--- config.mk ---
export PLATFORM = sky130hd
export DESIGN_NAME = data_mem_sized
export DESIGN_NICKNAME = d
export VERILOG_FILES = /design/src/rtl/data_mem_sized.sv
export SDC_FILE = /design/constraint.sdc
export NUM_CORES = 1
export LEC_CHECK = 0
export ABC_AREA = 1
export CAP_MARGIN = 20
export CORE_MARGIN = 4
export CORE_UTILIZATION = 45
export CTS_BUF_LIST = sky130_fd_sc_hd__clkbuf_8
export DETAILED_ROUTE_END_ITERATION = 8
export DONT_BUFFER_PORTS = 1
export PLACE_DENSITY = 0.68
export SLEW_MARGIN = 20
export SYNTH_ARGS = -nofsm -noshare
export SYNTH_HDL_FRONTEND = slang
export SYNTH_SLANG_ARGS = --single-unit
--- constraint.sdc ---
create_clock -name clk -period 8.5 [get_ports clk]
set_input_delay 0.425 -clock clk [delete_from_list [all_inputs] [get_ports clk]]
set_output_delay 0.425 -clock clk [all_outputs]
set_load 0.01 [all_outputs]
--- src/rtl/data_mem_sized.sv ---
// Byte-addressed single-port data memory with sized, sign/zero-extending loads and a 1-cycle registered response.
// Optional post-reset zero sweep enabled by defining DMEM_CLEAR_EN.
module data_mem_sized #(
  parameter int DATA_W = 32,
  parameter int ADDR_W = 5,
  localparam int OFF_W = $clog2(DATA_W / 8),
  localparam int BA_W  = ADDR_W + OFF_W
) (
  input  logic              clk,
  input  logic              rst,
  input  logic              req_valid,
  output logic              req_ready,
  input  logic              req_we,
  input  logic [BA_W-1:0]   req_addr,
  input  logic [1:0]        req_size,
  input  logic              req_signed,
  input  logic [DATA_W-1:0] req_wdata,
  output logic              rsp_valid,
  output logic [DATA_W-1:0] rsp_rdata,
  output logic              rsp_err
);

  // state   | meaning
  // CLEAR   | zero sweep after reset, requests refused (DMEM_CLEAR_EN only)
  // IDLE    | accepting requests, req_ready high
  localparam int NB    = DATA_W / 8;
  localparam int DEPTH = 1 << ADDR_W;

`ifdef DMEM_CLEAR_EN
  typedef enum logic {S_CLEAR = 1'b0, S_IDLE = 1'b1} state_t;
  localparam state_t ST_RST = S_CLEAR;
  logic [ADDR_W-1:0] r_clr_ptr;
  logic              w_clr_we;
`else
  typedef enum logic {S_IDLE = 1'b1} state_t;
  localparam state_t ST_RST = S_IDLE;
`endif

  state_t            r_state;
  state_t            w_state_nxt;
  logic              r_ready;
  logic              r_rsp_valid;
  logic [DATA_W-1:0] r_rsp_rdata;
  logic              r_rsp_err;
  logic [DATA_W-1:0] r_mem [DEPTH];

  logic [OFF_W-1:0]  w_off;
  logic [ADDR_W-1:0] w_idx;
  logic [3:0]        w_sz_bytes;
  logic [6:0]        w_bits;
  logic              w_err;
  logic              w_accept;
  logic              w_st_we;
  logic [NB-1:0]     w_be;
  logic [DATA_W-1:0] w_lane;
  logic [DATA_W-1:0] w_word;
  logic [DATA_W-1:0] w_sh;
  logic [DATA_W-1:0] w_ext;
  logic              w_sbit;
  logic              w_fill;

  assign w_off      = req_addr[OFF_W-1:0];
  assign w_idx      = req_addr[BA_W-1:OFF_W];
  assign w_sz_bytes = 4'd1 << req_size;
  assign w_bits     = 7'd8 << req_size;
  assign w_err      = (int'(w_sz_bytes) > NB) ||
                      ((w_off & OFF_W'(w_sz_bytes - 4'd1)) != '0);
  assign w_accept   = req_valid & r_ready;
  assign w_st_we    = w_accept & req_we & ~w_err & ~rst;
  assign w_lane     = req_wdata << {w_off, 3'b000};
  assign w_word     = r_mem[w_idx];

  always_comb begin
    for (int b = 0; b < NB; b++) begin
      w_be[b] = (b >= int'(w_off)) && (b < int'(w_off) + int'(w_sz_bytes));
    end
  end

  // Extension bits come from the top bit of the selected field, not of the word.
  always_comb begin
    w_sh = w_word >> {w_off, 3'b000};
    case (req_size)
      2'd0:    w_sbit = w_sh[7];
      2'd1:    w_sbit = w_sh[15];
      2'd2:    w_sbit = w_sh[31];
      default: w_sbit = w_sh[DATA_W-1];
    endcase
    w_fill = req_signed & w_sbit;
    for (int i = 0; i < DATA_W; i++) begin
      w_ext[i] = (i < int'(w_bits)) ? w_sh[i] : w_fill;
    end
  end

`ifdef DMEM_CLEAR_EN
  assign w_clr_we = (r_state == S_CLEAR) & ~rst;
`endif

  always_comb begin
    w_state_nxt = r_state;
`ifdef DMEM_CLEAR_EN
    if (r_state == S_CLEAR && r_clr_ptr == ADDR_W'(DEPTH - 1)) w_state_nxt = S_IDLE;
`endif
  end

  always_ff @(posedge clk) begin
    if (rst) begin
      r_state     <= ST_RST;
      r_ready     <= 1'b0;
      r_rsp_valid <= 1'b0;
      r_rsp_rdata <= '0;
      r_rsp_err   <= 1'b0;
`ifdef DMEM_CLEAR_EN
      r_clr_ptr   <= '0;
`endif
    end else begin
      r_state     <= w_state_nxt;
      r_ready     <= (w_state_nxt == S_IDLE);
      r_rsp_valid <= w_accept;
      if (w_accept) begin
        r_rsp_err   <= w_err;
        r_rsp_rdata <= (w_err | req_we) ? '0 : w_ext;
      end
`ifdef DMEM_CLEAR_EN
      if (r_state == S_CLEAR) r_clr_ptr <= r_clr_ptr + 1'b1;
`endif
    end
  end

  // Memory is deliberately outside the reset branch so contents survive reset.
  always_ff @(posedge clk) begin
`ifdef DMEM_CLEAR_EN
    if (w_clr_we) r_mem[r_clr_ptr] <= '0;
`endif
    for (int b = 0; b < NB; b++) begin
      if (w_st_we && w_be[b]) r_mem[w_idx][b*8 +: 8] <= w_lane[b*8 +: 8];
    end
  end

  assign req_ready = r_ready;
  assign rsp_valid = r_rsp_valid;
  assign rsp_rdata = r_rsp_rdata;
  assign rsp_err   = r_rsp_err;

endmodule

## Yosys cells after proc, flatten, opt, wreduce, memory -nomap -nowiden

Memory sizes are Yosys's and may differ from the RTL's.
Index checks and enable logic that the tools add are counted.

- Memory bits (writable): 1024
- Memories kept: 1
- Register bits after elaboration: 35
- Output and inout bits: 35
- Word-level logic and storage cells: 113

Memory list:

| name | depth | width | read ports | clocked after Yosys merged registers in | wr ports | line | source |
|---|---|---|---|---|---|---|---|
| r_mem | 32 | 32 | 1 | 0 | 1 | 45 | `logic [DATA_W-1:0] r_mem [DEPTH];` |

- Equal/unequal tests: 1
- Add/subtract/negate cells: 2
- Shifts and indexed selects: 4
- Reductions and logical operators: 10
- $lt $le $gt $ge: 40
- Muxes and demuxes: 42
- Bitwise gates (word level): 9

Operators with widths:

| cell | count |
|---|---|
| 5-bit by 7-bit less-than comparator with 1-bit output, first input constant | 16 |
| 4-bit by 7-bit less-than comparator with 1-bit output, first input constant | 8 |
| 1-bit 2-to-1 mux | 40 |
| 1-bit by 32-bit less-than comparator with 1-bit output, first input constant | 1 |
| 2-bit by 32-bit less-than comparator with 1-bit output, first input constant | 1 |
| 3-bit by 32-bit less-than comparator with 1-bit output, first input constant | 1 |
| 32-bit 2-to-1 mux | 1 |
| 32-bit by 5-bit << shifter with 32-bit output | 1 |
| 32-bit by 5-bit right shift with 32-bit output | 1 |
| 3-bit by 7-bit less-than comparator with 1-bit output, first input constant | 4 |
| 1-bit by 7-bit less-than comparator with 1-bit output, first input constant | 2 |
| 2-bit by 7-bit less-than comparator with 1-bit output, first input constant | 2 |
| 1-bit logical AND | 7 |
| 4-bit by 2-bit << shifter with 7-bit output, first input constant | 1 |
| 2-bit by 4-bit adder with 5-bit output | 1 |
| 1-bit bitwise AND | 5 |
| 2-bit by 5-bit less-than comparator with 1-bit output, first input constant | 1 |
| 1-bit by 2-bit greater-or-equal comparator with 1-bit output, first input constant | 2 |
| 4-bit by 3-bit > comparator with 1-bit output, second input constant | 1 |
| 1-bit by 2-bit << shifter with 4-bit output, first input constant | 1 |
| 2-bit bitwise AND | 1 |
| 2-bit by 1-bit equality test with 1-bit output, second input constant | 1 |
| 2-bit greater-or-equal comparator, first input constant | 1 |
| 2-bit zero test | 1 |
| other kinds (6) | 7 |

## Longest topological paths before layout

Gate-level depths: netlist (run 1).

- Depth after elaboration: 11
- Gate-level depth with buffers: 22
- Depth with buffers taken out: 19

## Least setup slack after synthesis (run 1)

Ideal clock, no wire load.

- Path kind: input to register
- Start: input req_addr[1]
- End: memory r_mem[10][16], enable pin
- Setup time: 0.370 ns
- Required time: 8.130 ns
- Arrival time: 2.669 ns
- Path buffers: 3
- Slack: 5.461 ns
- Cell stages on the path: 10
- Cells stage by stage: clkbuf_1 > clkinv_1 > clkbuf_1 > fa_1 > a21oi_1 > a21oi_1 > nand2_1 > o2111ai_1 > clkbuf_1 > nor2_1

- Longest elaborated chain between the ends: 9
- Elaborated cells between the ends (all ways): 13
- Classes of those cells: 1 x add/sub; 2 x order compare; 2 x mux; 4 x bitwise; 4 x reduce/logical

RTL lines:

| element | line | source |
|---|---|---|
| from (decl) | 14 | `input logic [BA_W-1:0] req_addr,` |
| parallel branches: the longest is 6 deep, another holds 3-bit by 32-bit less-than comparator with 1-bit output | - |  |
| 1-bit logical AND (*) | 135 | `if (w_st_we && w_be[b]) r_mem[w_idx][b*8 +: 8] <= w_lane[b*8 +: 8];` |
| 1-bit 2-to-1 mux (*) | 135 |  |
| 1-bit 2-to-1 mux (not written as such) (*) | 135 |  |
| to (decl) | 45 |  |

Mark *: on every way between the ends.

## Final worst setup path (run 1)

- Start: input req_size[1]
- End: memory r_mem[25][30], enable pin

- Longest elaborated chain between the ends: 11
- Elaborated cells between the ends (all ways): 14
- Classes of those cells: 2 x add/sub; 2 x order compare; 1 x shift; 2 x mux; 4 x bitwise; 3 x reduce/logical

RTL lines:

| element | line | source |
|---|---|---|
| from (decl) | 15 | `input logic [1:0] req_size,` |
| 1-bit by 2-bit << shifter with 4-bit output (*) | 64 | `assign w_sz_bytes = 4'd1 << req_size;` |
| parallel branches: the longest is 7 deep, another holds 2-bit by 4-bit adder with 5-bit output | - |  |
| 1-bit logical AND (*) | 135 |  |
| 1-bit 2-to-1 mux (*) | 135 |  |
| 1-bit 2-to-1 mux (not written as such) (*) | 135 |  |

Marks and branches as above.

==> results of run 1 <==
[worst paths after layout]
kind | cells past startpoint | endpoint | slack (ns)
worst max-delay path | 9 | r_mem[25][30]$_DFFE_PP_ | 3.90
worst max register to register | 4 | r_mem[25][30]$_DFFE_PP_ | 4.98
worst min register to register | 2 | rsp_rdata[20]$_SDFFE_PP0P_ | 0.51
worst min-delay path | 2 | r_mem[0][27]$_DFFE_PP_ | 0.04
[cell families after synthesis]
group	share of synthesized area
compound gates	0.0860
flops	0.734
buf+inv	0.0351
simple gates	0.144
fa+ha+maj	0.00163
[area by class of cell]
class,instances,area (um2)
clock inverter,125,718
sequential,1059,31500
antenna,12,30.0
tap,1254,1570
clock buffer,170,2340
fill,8097,46500
multi-input combinational,2178,10200
inverter,143,547
timing repair buffer,65,591
[power by group]
group | switching (uW) | internal [uW]
logic | 513 | 153
registers | 3.61 | 5760
clock network | 1980 | 2000
total | 2490 | 7910
[metrics by stage]
| stage | setup slack [ns] | utilization | hold slack (ns) | power, uW |
|---|---|---|---|---|
| 3_5_place_dp | 4.12 | 0.471 | 0.498 | 6500 |
| 5_1_grt | 3.75 | 0.505 | 0.0156 | 10800 |
| 2_1_floorplan | 5.46 | - | 0.490 | 6260 |
| 6_report | 3.90 | 0.505 | 0.0370 | 10400 |
| 3_3_place_gp | 4.19 | 0.470 | 0.487 | 6490 |
| 4_1_cts | 4.13 | 0.504 | 0.00408 | 10400 |
[cells in the final DEF (no fill, tap or decap), types with 15 or more instances in the layout]
master,synthesis,layout
nor2_2,2,17
buf_4,22,51
a21oi_1,68,68
clkinv_1,10,44
clkinv_2,0,15
a22oi_1,240,240
clkbuf_8,0,170
o211ai_1,106,106
nand3_1,40,40
nand2_1,1097,1095
inv_1,128,185
o21ai_1,76,77
edfxtp_1,1024,1024
dfxtp_1,35,35
nor2_1,460,441
o21ai_0,69,52
[what timing repair did]
item	4_1_cts	5_1_grt
hold buffers	9	0
hold endpoints to repair	67	0
resized for setup	0	0
[state kept, by name, summed over array words and instances, names as in the netlist]
signal	cells
req_ready	1
r_mem	1024
rsp_valid	1
rsp_err	1
rsp_rdata	32
[layer usage]
layer,share of wire,up-vias,global-route usage
li1,-,12700,-
met1,0.39,13700,0.321
met2,0.43,1705,0.340
met3,0.14,235,0.0942
met4,0.032,8,0.0815
met5,0.0022,-,0.0155
==> impl_metrics.toml, run 1 <==
[logic_synthesis]
synth_common_cells = "nand2_1 (1,097), edfxtp_1 (1,024), nor2_1 (460), a22oi_1 (240), inv_1 (128)"
syn_nets = 3633
synth_cell_types = 28
yosysWarnings = 0
yosysTopAreaCell = "edfxtp_1"
synthCells = 3582
yosysSeqAreaShare = 0.734
synth_most_common_cell = "nand2_1"
synth_edf_count = 1024
syn_area_um2 = 42900
syn_area_per_cell_um2 = 12.0
yosysTopAreaCellShare = 0.717
synth_top_cells_by_area = "edfxtp_1 (72%), nand2_1 (9.6%), a22oi_1 (4.2%), nor2_1 (4.0%), o211ai_1 (1.9%)"
synth-async-reset-ratio = 0
synth_ff_type = "edfxtp_1"
ys_ff_latch = 1059

[sta]
final.setup_skew_ns = 0.0283
setup_viol = 0
final_max_slew_viol_count = 0
fin_crit_sh = 0.541
period_minus_slack_ns = 4.60
setup_tns_ns = 0
rsz0062_at_grt = "no"
final_hold_viol_count = 0
relSlewSlack = 0.222
tightestPinTransition_ns = 1.16
max_freq_mhz = 218

[drt]
drt_iter0_drc = 3732
final_antenna_net_count = 0
via_count = 28300
post_drt_via_cell_ratio = 5.65
wire_per_inst_um = 23.7
dr.pass1.iters = 6
postRouteWirelength_um = 119000
drcViolationCount = 0

[setup_path]
worst-setup-path-type = "in2reg"
worstPathCellList = "dlygate4sd3_1 -> nor2_1 -> clkinv_1 -> ha_1 -> a21oi_1 -> o21ai_0 -> nor4_1 -> nand2_2 -> nor2_1"
r2r-start = "req_ready$_SDFF_PP0_"
critPathLaunchType = "input pin"
critPathSlowestCell = "nor4_1"
endpoint_kind = "register"
cp.arrival_ns = 5.04
cp_data_required_time_ns = 8.94
cp_num_buf_inv = 2
cpPeakStageDelay_ns = 0.90
crit_start = "req_size[1]"
path_common_cell = "nor2_1"
worstPathMaxFanout = 32
cp_top_family = "simple AND/OR/NAND/NOR gates"

[place]
placed_area_um2 = 44200
place_congestion = 0.930
dpl.cell_count = 4688
port_buffers = 0
dp_hpwl_um = 70100

[clock_network]
clk_latency_ns = 0.83
post_cts.repair.setup_buffers = 0
clkTransAtPathRegs_ns = 0.06
cts_buffer_depth = 3
clkSinkCount = 1059
h-tree-depth = 4
cts_tree = "built"
numCtsBuffers = 169
root_buffer = "clkbuf_8"

[outcome]
outcome = "complete, no violations"

[global_route]
overflow = 0
track_usage = 0.234
grt_pass1_wl_um = 172000
grt_max_degree = 177
grt_pass1_vias = 26600
antenna_found_initial = 6

[floorplan]
core_area_um2 = 93900
die_h_um = 317
initial_core_util = 0.457
num_rows = 112
die_x_um = 317
die_area_um2 = 100000
ios = 81

[finish]
drive_above_1_share = 0.0845
area_growth_pct = 10.6
layout.nets = 3667
stdcell_area_um2 = 47400
instances_no_fill = 5006

[hold_path]
min_from = "req_wdata[19]"
min_path_type = "in2reg"

[power_and_ir_drop]
peakVddDrop_v = 0.000115
p_per_area_nw_per_um2 = 219
p_leak_uw = 0.0174

[run]
maxCapViolCount = 0
Power figures use the tool's default switching activity.
==> run 2, diff against run 1 <==
Settings changed: PLACE_DENSITY 0.68 to 0.7.
Clock period 8.5 ns to 4.2 ns, I/O delays scaled along.
==> run 2 against run 1 <==
Combinational power up 110%. Wire length up 2.6%. Utilization up 0.71 points. Sequential power up 100%. Hold slack better by 0.015 ns. Highest routed layer is now met4. Final cell count up 1.7%. Cell area up 1.4%. Die area unchanged.
==> impl_metrics.toml, run 2 (synthesis gave the netlist of run 1 again) <==
[power_and_ir_drop]
p_per_area_nw_per_um2 = 434
p_leak_uw = 0.0178
peakVddDrop_v = 0.000204
power_uw = 20800

[floorplan]
core_area_um2 = 93900
initial_core_util = 0.457
die_h_um = 317
die_x_um = 317
die_area_um2 = 100000
ios = 81
num_rows = 112

[place]
dp_hpwl_um = 73400
port_buffers = 0
pre_cts_slack_ns = 0.0467
place_congestion = 0.882

[setup_path]
endpoint_kind = "register"
worstPathCellList = "dlygate4sd3_1 -> nor2_2 -> clkinv_1 -> ha_1 -> a21oi_1 -> o21ai_0 -> nor4_1 -> nand2_1 -> nor2_1"
cp.arrival_ns = 4.54
r2r_end = "rsp_rdata[4]$_SDFFE_PP0P_"
r2r-start = "r_mem[8][28]$_DFFE_PP_"
worst-setup-path-type = "in2reg"
crit_start = "req_size[1]"
critPathSlowestCell = "nand2_1"
cpPeakStageDelay_ns = 0.88
worstPathMaxFanout = 22
critPathLaunchType = "input pin"
cp-endpoint = "r_mem[10][28]$_DFFE_PP_"
rrSetupSlack_ns = 0.21
cp_data_required_time_ns = 4.64
ff2ff_path_depth = 16

[drt]
wire_per_inst_um = 23.9
post_drt_via_cell_ratio = 5.65
dr.pass1.iters = 6
via_count = 28800
drt_iter0_drc = 4303
postRouteWirelength_um = 122000
final_antenna_net_count = 0
drcViolationCount = 0

[finish]
multi_input_area_um2 = 10100
drive_above_1_share = 0.101
layout_common_cells = "nand2_1 (1,093), edfxtp_1 (1,024), nor2_1 (437), a22oi_1 (239), inv_1 (191)"
largest_register_ffs = 1024
top_register = "r_mem"
fillers = 7984
register_area_um2 = 31500
area_growth_pct = 12.1
layout.nets = 3758
final_common_cell = "nand2_1"

[clock_network]
clkTransAtPathRegs_ns = 0.07
h-tree-depth = 4
root_buffer = "clkbuf_8"
cts_tree = "built"
numCtsBuffers = 163
clk_latency_ns = 0.83
clkSinkCount = 1059
cts_buffer_depth = 3

[sta]
final_max_slew_viol_count = 0
period_minus_slack_ns = 4.10
setup_viol = 0
relSlewSlack = 0.220
final_hold_viol_count = 0
max_freq_mhz = 244
setup_ws_ns = 0.0985
tightestPinTransition_ns = 1.17
setup_tns_ns = 0
rsz0062_at_grt = "no"
final.setup_skew_ns = 0.0307
fin_crit_sh = 0.977

[global_route]
antenna_found_initial = 2
overflow = 0
grt_pass1_vias = 27600
grt_max_degree = 177
grt_pass1_wl_um = 176000
track_usage = 0.240

[run]
maxCapViolCount = 0

[outcome]
outcome = "complete, no violations"

[hold_path]
min_path_type = "in2reg"
-- run 2: what timing repair did --
| item | in CTS | in global routing |
|---|---|---|
| gates resized for setup | 0 | 16 |
| setup endpoints to repair | 0 | 98 |
| hold buffers | 31 | 0 |
| setup buffers | 0 | 1 |
| endpoints found under the hold margin | 343 | 0 |
-- run 2: power by group --
group	leakage, uW	total (uW)	internal [uW]	switching [uW]
clock	0.00171	7780	3820	3960
sequential	0.0102	11700	11700	7.69
combinational	0.00596	1400	331	1070
-- run 2: critical path: cells and delay by family --
| kind | cells | cell delay, ns |
|---|---|---|
| buffers and inverters | 2 | 0.98 |
| and+or+nand+nor | 4 | 2.89 |
| adders and majority gates | 1 | 0.21 |
| AOI/OAI and AO/OA | 2 | 0.23 |
-- run 2: stage by stage --
| step | hold slack (ns) | area (um2) | utilization | std cells |
|---|---|---|---|---|
| 2_1_floorplan | 0.431 | 42900 | - | 3582 |
| 4_1_cts | 0.00131 | 48000 | 0.511 | 5087 |
| 6_report | 0.0522 | 48100 | 0.512 | 5091 |
| 3_5_place_dp | 0.276 | 44800 | 0.477 | 4763 |
| 5_1_grt | 0.0530 | 48100 | 0.512 | 5090 |
| 3_3_place_gp | 0.273 | 44800 | 0.477 | 4763 |
-- run 2: worst min-delay path by stage --
| stage | startpoint | to | cells after the start |
|---|---|---|---|
| 2_1_floorplan | req_valid | rsp_err$_SDFFE_PP0P_ | 2 |
| 3_3_place_gp | rst | req_ready$_SDFF_PP0_ | 1 |
| 3_5_place_dp | rst | req_ready$_SDFF_PP0_ | 1 |
| 4_1_cts | req_wdata[11] | r_mem[28][19]$_DFFE_PP_ | 3 |
| 5_1_grt | req_wdata[11] | r_mem[30][19]$_DFFE_PP_ | 3 |
| 6_report | req_wdata[11] | r_mem[30][19]$_DFFE_PP_ | 3 |
-- run 2: final cells by class --
cell class | instances | share of cell area
Sequential cell | 1059 | 0.654
Multi-Input combinational cell | 2178 | 0.211
Clock buffer | 166 | 0.0475
Tap cell | 1254 | 0.0326
Timing Repair Buffer | 162 | 0.0300
Clock inverter | 127 | 0.0130
Inverter | 143 | 0.0116
Antenna cell | 2 | 0.000104
-- run 2: layer usage --
| metal | up-vias | wire length (um) | global-route usage |
|---|---|---|---|
| li1 | 12800 | - | - |
| met2 | 1848 | 52600 | 0.350 |
| met5 | - | 0 | 0 |
| met4 | 0 | 4620 | 0.0996 |
| met3 | 252 | 16400 | 0.0743 |
| met1 | 13800 | 48200 | 0.336 |
